--- config.mk ---
export PLATFORM = sky130hd
export DESIGN_NAME = prio_req_encoder
export DESIGN_NICKNAME = d
export VERILOG_FILES = /design/src/rtl/prio_enc_pkg.sv /design/src/rtl/prio_first_one.sv /design/src/rtl/prio_req_encoder.sv
export SDC_FILE = /design/constraint.sdc
export NUM_CORES = 1
export LEC_CHECK = 0
export BUFFER_PORTS_ARGS = -buffer_cell sky130_fd_sc_hd__buf_2
export CAP_MARGIN = 20
export CORE_MARGIN = 2
export CORE_UTILIZATION = 40
export DETAILED_ROUTE_END_ITERATION = 6
export PLACE_DENSITY = 0.66
export SLEW_MARGIN = 5
export SYNTH_ARGS = -nofsm -noshare
export SYNTH_HDL_FRONTEND = slang
export SYNTH_SLANG_ARGS = --single-unit
export TNS_END_PERCENT = 100
--- constraint.sdc ---
create_clock -name clk -period 3.51 [get_ports clk]
set_input_delay 0.5265 -clock clk [delete_from_list [all_inputs] [get_ports clk]]
set_output_delay 0.5265 -clock clk [all_outputs]
set_load 0.01 [all_outputs]
--- src/rtl/prio_enc_pkg.sv ---
`default_nettype none
// ============================================================================
// Module   : prio_enc_pkg
// Brief    : Shared state type, widths and helpers for prio_req_encoder.
// Revision : 1.0  initial release
// ============================================================================
package prio_enc_pkg;

  typedef enum logic {
    IDLE  = 1'b0,
    OFFER = 1'b1
  } prio_state_t;

  localparam int DROP_CNT_W = 8;
  localparam int MAX_REQ    = 16;

  // Clearing the lowest set bit leaves something behind iff two or more bits were set.
  function automatic logic popcount_gt1(input logic [MAX_REQ-1:0] v);
    return |(v & (v - MAX_REQ'(1)));
  endfunction

endpackage : prio_enc_pkg
`default_nettype wire

--- src/rtl/prio_first_one.sv ---
`default_nettype none
// ============================================================================
// Module   : prio_first_one
// Brief    : Combinational first-set finder, index 0 highest priority.
// Revision : 1.0  initial release
// ============================================================================
module prio_first_one #(
  parameter int N_REQ = 8,
  parameter int IDX_W = $clog2(N_REQ)
) (
  input  logic [N_REQ-1:0] i_vec,
  output logic [IDX_W-1:0] o_idx,
  output logic             o_any
);

  // Scanning from the top down lets the lowest set index overwrite last.
  always_comb begin
    o_idx = '0;
    for (int i = N_REQ - 1; i >= 0; i--) begin
      if (i_vec[i]) begin
        o_idx = IDX_W'(i);
      end
    end
  end

  assign o_any = |i_vec;

endmodule : prio_first_one
`default_nettype wire

--- src/rtl/prio_req_encoder.sv ---
`default_nettype none
// ============================================================================
// Module   : prio_req_encoder
// Brief    : Sticky request latch with first-one selection, offering the
//            winning index as a binary code over a valid/ready handshake.
// Revision : 1.0  initial release
// ============================================================================
module prio_req_encoder
  import prio_enc_pkg::*;
#(
  parameter int N_REQ = 8,
  parameter int IDX_W = $clog2(N_REQ)
) (
  input  logic                  clk,
  input  logic                  rst,
  input  logic [N_REQ-1:0]      req_i,
  input  logic [N_REQ-1:0]      mask_i,
  output logic [IDX_W-1:0]      code_o,
  output logic                  code_valid_o,
  input  logic                  code_ready_i,
  output logic                  multi_o,
  output logic [N_REQ-1:0]      pend_o,
  output logic [DROP_CNT_W-1:0] drop_cnt_o
);

  localparam logic [N_REQ-1:0] C_ONE = N_REQ'(1);

  prio_state_t           r_state;
  logic [N_REQ-1:0]      r_pend;
  logic [IDX_W-1:0]      r_code;
  logic                  r_valid;
  logic                  r_multi;
  logic [DROP_CNT_W-1:0] r_drop;

  logic [N_REQ-1:0]      w_elig;
  logic [N_REQ-1:0]      w_clr;
  logic [IDX_W-1:0]      w_idx;
  logic                  w_any;
  logic                  w_hs;
  logic                  w_collide;

  assign w_elig    = r_pend & ~mask_i;
  assign w_hs      = r_valid & code_ready_i;
  assign w_clr     = w_hs ? (C_ONE << r_code) : '0;
  // A bit being retired this cycle cannot collide; a re-request simply re-arms it.
  assign w_collide = |(req_i & r_pend & ~w_clr);

  prio_first_one #(
    .N_REQ (N_REQ),
    .IDX_W (IDX_W)
  ) u_first_one (
    .i_vec (w_elig),
    .o_idx (w_idx),
    .o_any (w_any)
  );

  always_ff @(posedge clk) begin
    if (rst) begin
      r_pend <= '0;
    end else begin
      r_pend <= (r_pend & ~w_clr) | req_i;
    end
  end

  always_ff @(posedge clk) begin
    if (rst) begin
      r_drop <= '0;
    end else if (w_collide && (r_drop != '1)) begin
      r_drop <= r_drop + DROP_CNT_W'(1);
    end
  end

  // Code and multi flag are only loaded on the IDLE->OFFER transition, so they
  // stay frozen for the whole offer regardless of later mask or pending changes.
  always_ff @(posedge clk) begin
    if (rst) begin
      r_state <= IDLE;
      r_valid <= 1'b0;
      r_code  <= '0;
      r_multi <= 1'b0;
    end else begin
      case (r_state)
        IDLE: begin
          if (w_any) begin
            r_state <= OFFER;
            r_valid <= 1'b1;
            r_code  <= w_idx;
            r_multi <= popcount_gt1(MAX_REQ'(w_elig));
          end
        end
        OFFER: begin
          if (code_ready_i) begin
            r_state <= IDLE;
            r_valid <= 1'b0;
          end
        end
        default: begin
          r_state <= IDLE;
          r_valid <= 1'b0;
        end
      endcase
    end
  end

  assign code_o       = r_code;
  assign code_valid_o = r_valid;
  assign multi_o      = r_multi;
  assign pend_o       = r_pend;
  assign drop_cnt_o   = r_drop;

endmodule : prio_req_encoder
`default_nettype wire
==> flow_summary.yaml <==
power_and_ir_drop:
  p_leak_uw: 0.0006310
  power_density_nw_per_um2: 389.7
  irDropWorstVdd_mv: 0.1773
setup_path:
  cp-end-kind: "flop"
  max_stage_delay_ns: 0.41
  path_class: "reg -> reg"
  cp.required_ns: 3.72
  cp_top_family: "simple AND/OR/NAND/NOR gates"
  timing.rr.end: "drop_cnt_o[5]"
  crit_cells: 6
  cpMaxStageDelayCell: "dfxtp_1"
  r2r_start: "code_o[1]"
  cp_num_buf_inv: 0
  reg2regPathDepth: 6
  arrival_ns: 2.23
  cp-start-kind: "flop"
  path_max_fanout: 7
  r2r_slack_ns: 1.49
  cp_cell_sequence: "and3b_1, a21boi_1, a32oi_1, and4_1, nor4b_4, mux2_4"
clocking:
  cts_resized: 0
  insertion_delay_ns: 0.30
  cts_sinks: 22
  cts_buffers: 3
  tritoncts: "done"
  root_buffer: "clkbuf_4"
  hold_buffers: 0
  clk_pin_slew_worst_paths_ns: 0.13
  h-tree-depth: 1
  post_cts_buffers: 0
  clk_path_buf_depth: 2
finish:
  final_area_sq_um: 1438
  fin_util_pct: 51.25
  fill_cells: 280
  antenna_cells: 0
  final_nets: 206
  multi_input_comb_area_sq_um: 723.2
  layout-drive-gt1-share_pct: 30.27
  syn_to_final_growth_pct: 20.06
  regArea_sq_um: 440.4
worst_hold_path:
  hp-start: "req_i[6]"
  hold_path.class: "in -> reg"
  min_to: "pend_o[6]"
  whs_path_depth: 3
sta:
  setup_viol: 0
  slew_headroom_pct: 71.85
  finalClockSkew_ns: 0.003674
  max_freq_ghz: 0.4939
  maxSlewViolCount: 0
  fin_setup_tns_ns: 0
  tightest_slew_ns: 0.4214
  fin_crit_ns: 2.025
  rsz0062_at_grt: "no"
  finalHoldViolCount: 0
  finalCritPeriodShare_pct: 57.68
route:
  routedWlPerCell_microns: 13.25
  wirelength_mm: 2.861
  drtIter0Drc: 42
  vias: 1163
  drc: 1
  antenna_left: 0
  firstDrtPassIters: 6
  vias_per_cell: 5.384
global_route:
  first_global_vias: 1089
  grt_max_degree: 23
  grt_usage_pct: 17.64
  antenna_found_initial: 0
  gr-total-overflow: 0
  grt_pass1_wl_mm: 4.671
logic_synthesis:
  synth_area_per_cell_sq_um: 8.201
  syn_nets: 166
  ys_types: 39
  synth-seq-cells: 22
  synth-edff-count: 0
  synth_cells: 146
  synthFlopType: "dfxtp_1"
  yosys_warnings: 0
  synthArstFlopShare_pct: 0
  syn_area_sq_um: 1197
  synth-seq-area-share_pct: 36.78
place:
  gp_congestion: 0.9539
  io_buffers: 39
  dp_hpwl_mm: 2.246
  placed_area_sq_um: 1401
floorplan:
  io_pins: 40
  die_h_microns: 58.71
  rows: 19
  die_area_sq_um: 3447
  start_util_pct: 42.69
  die-width_microns: 58.71
  coreArea_sq_um: 2805
outcome:
  violations: "DRC"
  outcome: "complete, but fails checks"
job:
  max_cap_viol_count: 0
where the power goes:
| group | internal (uW) | switching (uW) |
|---|---|---|
| Clock | 63.3 | 78.1 |
| Sequential | 270 | 23.5 |
| Combinational | 55.9 | 69.2 |
| Total | 389 | 171 |
flip-flops by register name, indices dropped and copies added (netlist names):
signal and flops:
code_valid_o 1, multi_o 1, code_o 3, pend_o 8, r_state 1, drop_cnt_o 8
cell usage after synthesis (all sizes together) (3+ instances only):
cell type	number	area, sq um
a31oi	3	18.77
dfxtp	22	440.4
o21ai	7	35.03
a21oi	16	87.59
mux2	3	45.04
nand2	17	63.81
nand2b	6	37.54
a21boi	3	26.28
nor2	22	82.58
nand3	7	40.04
nor3	3	15.01
nor2b	8	52.55
through the flow:
step | setup WS (ns) | power [uW] | std cells | hold WS (ns)
after floorplan | 1.495 | 378.9 | 146 | 0.5195
after global placement | 1.301 | 420.4 | 212 | 0.4985
after detailed placement | 1.249 | 424.2 | 212 | 0.5201
after CTS | 1.496 | 566.7 | 216 | 0.4209
after global routing | 1.360 | 597.7 | 216 | 0.4388
final | 1.485 | 560.2 | 216 | 0.4328
cell usage in the layout, fill, tap and decap left out, types with 2 or more instances in the layout:
cell type | synthesis | layout
buf_2 | 0 | 39
nor2_1 | 22 | 22
dfxtp_1 | 22 | 22
nand2_1 | 17 | 17
a21oi_1 | 14 | 14
nor2b_1 | 7 | 7
o21ai_0 | 7 | 7
nand2b_1 | 6 | 6
nand3_1 | 6 | 6
a31oi_1 | 3 | 3
nor3_1 | 3 | 3
mux2_4 | 3 | 3
clkbuf_4 | 0 | 3
and2_1 | 2 | 2
a32oi_1 | 2 | 2
a21oi_2 | 2 | 2
nand4_1 | 2 | 2
and4_1 | 2 | 2
or3_1 | 2 | 2
worst register-to-register path: cells and delay by family (launching register included):
| kind | cells | cell delay [ns] |
|---|---|---|
| flip-flops | 1 | 0.41 |
| multiplexers | 1 | 0.32 |
| AND/OR/NAND/NOR | 3 | 0.85 |
| AO/OA/AOI/OAI | 2 | 0.35 |
area by class of cell:
class | count | share of cell area (%)
Clock buffer | 4 | 2.524
Inverter | 1 | 0.2611
Multi-Input combinational cell | 119 | 50.30
Sequential cell | 22 | 30.64
Tap cell | 31 | 2.698
Timing Repair Buffer | 39 | 13.58
kinds of logic after synthesis:
kind of cell / synth area share (%)
AO/OA/AOI/OAI: 19.33
adder cells (fa/ha/maj): 1.881
buffers and inverters: 2.821
flip-flops: 36.78
multiplexers: 3.761
AND/OR/NAND/NOR: 35.42
metal layers:
layer | GRT usage (%) | share of wire, % | wire length [microns] | vias to the layer above
met5 | 0 | 0 | 0 | -
met4 | 8.766 | 1.2 | 34 | 0
met3 | 3.516 | 6.4 | 182 | 4
met2 | 27.77 | 44 | 1269 | 46
met1 | 23.06 | 48 | 1374 | 515
li1 | - | - | - | 598
worst max-delay path by stage:
stage | start | to | slack, ns
2_1_floorplan | code_ready_i | drop_cnt_o[5] | 1.50
3_3_place_gp | code_ready_i | drop_cnt_o[5] | 1.30
3_5_place_dp | code_ready_i | drop_cnt_o[5] | 1.25
4_1_cts | code_o[1] | drop_cnt_o[5] | 1.50
5_1_grt | code_o[1] | drop_cnt_o[7] | 1.36
6_report | code_o[1] | drop_cnt_o[5] | 1.49
(Power assumes the default switching activity.)
